File: src/rtl/rf_write_arbiter.sv
// Register-file write-port arbiter: the pipeline writeback path has priority, and
// auxiliary completions queue in a small FIFO that drains into idle or forced slots.
module rf_write_arbiter #(
  parameter int BUF_DEPTH    = 2,
  parameter int STARVE_LIMIT = 4
) (
  input  logic        clk,
  input  logic        rst_n,
  input  logic        wb_valid_in,
  input  logic [4:0]  wb_rd_addr_in,
  input  logic [31:0] wb_rd_value_in,
  output logic        wb_stall_out,
  input  logic        aux_valid_in,
  input  logic [4:0]  aux_rd_addr_in,
  input  logic [31:0] aux_rd_value_in,
  output logic        aux_ready_out,
  output logic        aux_pend_out,
  output logic [4:0]  aux_pend_addr_out,
  output logic        rf_wr_en_out,
  output logic [4:0]  rf_rd_addr_out,
  output logic [31:0] rf_rd_value_out
);

  localparam int PW = (BUF_DEPTH > 1) ? $clog2(BUF_DEPTH) : 1;
  localparam int CW = $clog2(BUF_DEPTH + 1);
  localparam int SW = $clog2(STARVE_LIMIT + 1);
  localparam logic [CW-1:0] FULL_CNT   = CW'(BUF_DEPTH);
  localparam logic [SW-1:0] STARVE_MAX = SW'(STARVE_LIMIT);

  logic [4:0]    buf_addr  [BUF_DEPTH];
  logic [31:0]   buf_value [BUF_DEPTH];
  logic [PW-1:0] rd_ptr;
  logic [PW-1:0] wr_ptr;
  logic [CW-1:0] count;
  logic [SW-1:0] starve_cnt;

  logic          wb_req;
  logic          force_drain;
  logic          push;
  logic          pop;
  logic [31:0]   head_value;
  logic          grant_en;
  logic [4:0]    grant_addr;
  logic [31:0]   grant_value;
  logic [CW-1:0] count_next;
  logic [SW-1:0] starve_next;

  assign aux_pend_out      = (count != '0);
  assign aux_pend_addr_out = buf_addr[rd_ptr];
  assign head_value        = buf_value[rd_ptr];
  assign aux_ready_out     = rst_n && (count != FULL_CNT);

  // The stall tracks the forced drain only, never the wb request, so it lasts one cycle.
  assign force_drain  = rst_n && aux_pend_out && (starve_cnt == STARVE_MAX);
  assign wb_stall_out = force_drain;

  assign wb_req = wb_valid_in && (wb_rd_addr_in != 5'd0);
  assign push   = aux_valid_in && aux_ready_out;

  always_comb begin
    pop         = 1'b0;
    grant_en    = 1'b0;
    grant_addr  = wb_rd_addr_in;
    grant_value = wb_rd_value_in;
    if (force_drain) begin
      pop         = 1'b1;
      grant_en    = (aux_pend_addr_out != 5'd0);
      grant_addr  = aux_pend_addr_out;
      grant_value = head_value;
    end else if (wb_req) begin
      grant_en = 1'b1;
    end else if (aux_pend_out) begin
      // A head aimed at x0 is still popped; it just never reaches the port.
      pop         = 1'b1;
      grant_en    = (aux_pend_addr_out != 5'd0);
      grant_addr  = aux_pend_addr_out;
      grant_value = head_value;
    end
  end

  always_comb begin
    count_next = count;
    case ({push, pop})
      2'b10:   count_next = count + CW'(1);
      2'b01:   count_next = count - CW'(1);
      default: count_next = count;
    endcase
  end

  always_comb begin
    starve_next = starve_cnt;
    if (pop || !aux_pend_out) begin
      starve_next = '0;
    end else if (wb_req && (starve_cnt != STARVE_MAX)) begin
      starve_next = starve_cnt + SW'(1);
    end
  end

  always_ff @(posedge clk) begin
    if (!rst_n) begin
      rd_ptr     <= '0;
      wr_ptr     <= '0;
      count      <= '0;
      starve_cnt <= '0;
    end else begin
      if (push) wr_ptr <= wr_ptr + PW'(1);
      if (pop)  rd_ptr <= rd_ptr + PW'(1);
      count      <= count_next;
      starve_cnt <= starve_next;
    end
  end

  // Payload storage needs no reset; occupancy alone decides what is valid.
  always_ff @(posedge clk) begin
    if (push) begin
      buf_addr[wr_ptr]  <= aux_rd_addr_in;
      buf_value[wr_ptr] <= aux_rd_value_in;
    end
  end

  always_ff @(posedge clk) begin
    if (!rst_n) begin
      rf_wr_en_out    <= 1'b0;
      rf_rd_addr_out  <= 5'd0;
      rf_rd_value_out <= 32'd0;
    end else begin
      rf_wr_en_out <= grant_en;
      if (grant_en) begin
        rf_rd_addr_out  <= grant_addr;
        rf_rd_value_out <= grant_value;
      end
    end
  end

endmodule

File: config.mk
export PLATFORM = sky130hd
export DESIGN_NAME = rf_write_arbiter
export DESIGN_NICKNAME = d
export VERILOG_FILES = /design/src/rtl/rf_write_arbiter.sv
export SDC_FILE = /design/constraint.sdc
export NUM_CORES = 1
export LEC_CHECK = 0
export CORE_MARGIN = 4
export CORE_UTILIZATION = 53
export DETAILED_ROUTE_END_ITERATION = 8
export PLACE_DENSITY = 0.95
export SLEW_MARGIN = 25
export SYNTH_ARGS = -nofsm -noshare
export SYNTH_HDL_FRONTEND = slang
export SYNTH_SLANG_ARGS = --single-unit
File: constraint.sdc
create_clock -name clk -period 9.34 [get_ports clk]
set_input_delay 1.868 -clock clk [delete_from_list [all_inputs] [get_ports clk]]
set_output_delay 1.868 -clock clk [all_outputs]
set_load 0.02 [all_outputs]
# Yosys cells after proc, flatten, opt, wreduce, memory -nomap -nowiden
# Memories as Yosys holds them, arrays and structs flattened. A register that Yosys moved wholly into a read port is not among the register bits.
# Index checks and enable logic that the tools add are counted.
[classes] n_bitwise=1 eq_ne=5 reduce_logical=13 addsub=5 muxes=19
[op_table] op="two-way mux 32 bit" count=3
[op_table] op="two-way mux 5 bit" count=3
[op_table] op="two-way mux 1 bit" count=12
[op_table] op="nonzero test 5 bit" count=2
[op_table] op="logical AND 1 bit" count=6
[op_table] op="case mux 2 bit (2 select lines)" count=1
[op_table] op="nonzero test 2 bit" count=2
[op_table] op="adder 3 x 1 -> 3 bit (second input constant)" count=1
[op_table] op="== test 3 bit (second input constant)" count=1
[op_table] op="!= test 3 bit (second input constant)" count=1
[op_table] op="adder 1 bit (second input constant)" count=2
[op_table] op="adder 2 x 1 -> 2 bit (second input constant)" count=1
[op_table] op="== test 2 x 1 -> 1 bit (second input constant)" count=1
[op_table] op="== test 2 bit (second input constant)" count=1
[op_table] op="!= test 2 bit (second input constant)" count=1
[op_table] op="OR reduction 2 bit" count=1
[op_table] op="subtractor 2 x 1 -> 2 bit (second input constant)" count=1
[op_table] op="zero test 1 bit" count=1
[op_table] op="logical OR 1 bit" count=1
[op_table] op="inverter 1 bit" count=1
[word_totals] mem_count=2 in_bits=78 word_cells=52 ff_bits=45 output_inout_bits=46 ram_bits=74
[mem_list] memory="buf_value" words=2 width=32 rd=1 rd_clocked_by_memory_dff=1 wr=1 line="31" text="logic [31:0] buf_value [BUF_DEPTH];"
[mem_list] memory="buf_addr" words=2 width=5 rd=1 rd_clocked_by_memory_dff=1 wr=1 line="30" text="logic [4:0] buf_addr [BUF_DEPTH];"

# Depth between registers and ports, before layout
[depth] ltp_word=6 mapped_depth=9 depth_no_buf=9

# Worst setup path after synthesis
# No wires, ideal clock.
[synth_path] path_kind="input-to-reg" from="input port rst_n" to="memory buf_addr[0][0] (enable)" path_buffers=1 stages=4 setup_ps=433 arrival_ps=4541 setup_slack_ps=4366 required_time_ps=8907 cell_sequence="clkbuf_1 -> a21boi_0 -> nand2_1 -> nor2_1"
[synth_between] elab_chain_cells=4
[synth_lines] element="start: declaration" line="8" text="input logic rst_n,"
[synth_lines] element="logical AND 1 bit" line="51" text="assign aux_ready_out = rst_n && (count != FULL_CNT);"
[synth_lines] element="net aux_ready_out" line="16" text="output logic aux_ready_out,"
[synth_lines] element="logical AND 1 bit" line="58" text="assign push = aux_valid_in && aux_ready_out;"
[synth_lines] element="two-way mux 1 bit" line="115" text="if (push) begin"
[synth_lines] element="two-way mux 1 bit (implied by the code)" line="116" text="buf_addr[wr_ptr] <= aux_rd_addr_in;"
[synth_lines] element="end: declaration" line="30"
# The timed path passes the listed nets, and every way through them passes these cells.

# Worst setup path after layout
[layout_path] from="input port rst_n" to="output port wb_stall_out"
[layout_between] elab_chain_cells=2
[layout_lines] element="logical AND 1 bit (2 in series)" line="54" text="assign force_drain = rst_n && aux_pend_out && (starve_cnt == STARVE_MAX);"
[layout_lines] element="end: declaration" line="12" text="output logic wb_stall_out,"
# No other way between the ends.

==> run summary <==
Resize count post-CTS = 0
Clk_skew = 0.01013 ns
Clock tree buffer depth = 2
Ys async rst share = 0
#FFs+latches synth = 120
Share of layout cells above drive strength 1 = 0.1012
Worst path slowest cell = clkdlybuf4s50_1
Wirelength per Cell = 18.71 microns
Initial antenna violation count = 0
Area delta synth->final = 39.79%
Yosys top cell by area = edfxtp_1
Worst vdd ir = 0.1779 mV
Min-Delay Endpoint = starve_cnt[0]
Final #Nets = 572
Critical Path, Cell by Cell = clkdlybuf4s50_1 > buf_4 > o2111ai_1 > inv_1 > clkdlybuf4s50_1
Mapped Area = 4902 sq um
Max Transition Viols Final = 0
Vias per cell = 5.750
Hold path startpoint = starve_cnt[0]
Post-route antenna net violation count = 0
Crit path arrival time = 3.74 ns
Reg2reg start = count[0]
FF-to-FF End = count[1]
Clk sink count = 120
Starting Density = 0.5540
Gate Count Post-Synth = 374
Commonest cells in the netlist = edfxtp_1, dfxtp_1, nand2_1
Required @ worst endpoint = 7.47 ns
Gr ovfl total = 0
CP peak stage delay = 0.62 ns
Drt pass-1 iters = 4
R2R Setup Slk = 6.98 ns
Max Freq = 0.1782 GHz
Die Ht = 104.2 microns
DIE WIDTH = 104.2 microns
CP Capture Type = primary output
Synth area leaders = edfxtp_1, dfxtp_1, a311o_1, mux2i_1, a21boi_1
Dpl cells = 580
Largest net degree at the start of global routing = 74
Worst Setup Path Type = in2out
Gpl congestion = 0.7886
YS warnings = 0
Root buffer cell = clkbuf_8
Worst r2r path cells = 6
Vias = 3,519
Dpl cell area = 6203 sq um
Syn_nets = 455
Worst-Skew Late Latency = 0.50 ns
Cts hold-fix bufs = 0
CTS tree = yes
Num CTS Buffers = 17
Hpwl dp = 7082 microns
Postcts setup bufs = 0
H-tree levels = 4
RSZ-0062 raised after global routing = no
Distinct cell type count of the synthesized netlist = 35
Number of global-route vias before repair = 3,740
Routed wire length = 11,450 microns
Final setup TNS = 0 ns
Final hold violations = 0
EDFF count, synth = 74
Leakage = 2.364 nW
Cell Rows = 34
ANT cells = 0
P per Cell Area = 273.4 nW/um^2
Critical Path Start Type = primary input
Post-route DRC = 0
GRT Total Usage = 0.2103
Sequential area share after synthesis = 0.6411
Top cell type's share of synthesized area = 0.4533
First-pass GRT wire length = 18,040 microns
CP max FO = 46
Top Ports = 124
HP Class = reg2reg
Final Setup Violations = 0
Die area = 10,850 sq um
Max-cap violations = 0
Initial drt markers = 124
Clk pin slew, worst setup/hold paths = 0.06 ns
Tmin final = 5.611 ns
Top cell by count, worst path = clkdlybuf4s50_1
Worst rel slew slack = 0.3903
IO buf count = 123
Most common cell in the synthesized netlist = edfxtp_1
Outcome = finished clean
Ys flop type = edfxtp_1
Period Utilization, post-route = 0.6008
Hold depth = 1
Final instance area = 6853 sq um
Core footprint = 8848 sq um
Worst-margin pin slew = 0.9146 ns
Finished Layout Cells = 612
Synth Area per Inst = 13.11 sq um
power by group:
| part | switching (W) | leakage (nW) | internal, W | total, W |
|---|---|---|---|---|
| combinational | 0.000271 | 0.995 | 0.000239 | 0.000510 |
| clock | 0.000234 | 0.309 | 0.000471 | 0.000705 |
| sequential | 0.0000343 | 1.06 | 0.000624 | 0.000658 |
| total | 0.000539 | 2.36 | 0.00133 | 0.00187 |
logic make-up after synthesis:
kind of cell,Yosys count,share of synthesized area
AO/OA/AOI/OAI,115,0.1764
AND/OR/NAND/NOR,59,0.05462
XOR/XNOR,4,0.007148
adder cells (fa/ha/maj),3,0.007658
multiplexers,37,0.07682
buffers and inverters,36,0.03624
flip-flops,120,0.6411
critical path, delay by kind of cell:
family,cells,cell delay (ns)
compound gates,1,0.24
buf+inv,4,1.63
how the worst max path moves through the flow:
stage               startpoint  cells past startpoint              to
floorplan                rst_n                      4  buf_addr[0][0]
global placement         rst_n                      5    wb_stall_out
detailed placement       rst_n                      5    wb_stall_out
CTS                      rst_n                      5    wb_stall_out
global route             rst_n                      5    wb_stall_out
finish                   rst_n                      5    wb_stall_out
metrics by stage:
| stage | hold slack (ns) | total power (W) | util | worst slack, ns |
|---|---|---|---|---|
| global placement | 0.4280 | 0.001144 | 0.6980 | 3.781 |
| global route | 0.4627 | 0.001953 | 0.7745 | 3.634 |
| floorplan | 0.4173 | 0.0009962 | - | 4.366 |
| CTS | 0.4538 | 0.001882 | 0.7745 | 3.734 |
| finish | 0.4551 | 0.001873 | 0.7745 | 3.729 |
| detailed placement | 0.4424 | 0.001171 | 0.7011 | 3.737 |
area by class of cell:
| type | count | area [sq um] |
|---|---|---|
| well taps | 108 | 135.1 |
| clock buffers | 19 | 431.7 |
| flip-flops and latches | 120 | 3144 |
| multi-input cells | 218 | 1609 |
| inverters | 5 | 18.77 |
| clock inverters | 13 | 217.7 |
| fillers | 547 | 1996 |
| repair buffers | 129 | 1296 |
registers in the layout, indices dropped and copies added (netlist names), named ones only:
register and cells:
starve_cnt 3, wr_ptr 1, rf_rd_value_out 32, count 2, rd_ptr 1, buf_value 64
rf_rd_addr_out 5, buf_addr 10, rf_wr_en_out 1
cells in the final DEF, fill, tap and decap left out, drive strengths merged, types with 3 or more instances in the layout:
master           n
a21boi          35
a21oi           32
a221oi           5
a311o           32
and2             5
buf              6
bufinv           5
clkbuf          19
clkdlybuf4s50  123
clkinv           4
dfxtp           46
edfxtp          74
ha               3
inv              7
mux2             5
mux2i           32
nand2           35
nor2            10
o21ai            6
xnor2            3
routing by layer:
layer  share of wire  global-route usage  up-vias
met5               0                   0        -
met3           0.056             0.06580        8
met1            0.41              0.2335     1724
met2            0.52              0.3760      113
li1                -                   -     1674
met4           0.011             0.07977        0
No activity file was read; power rests on OpenSTA's default activity.
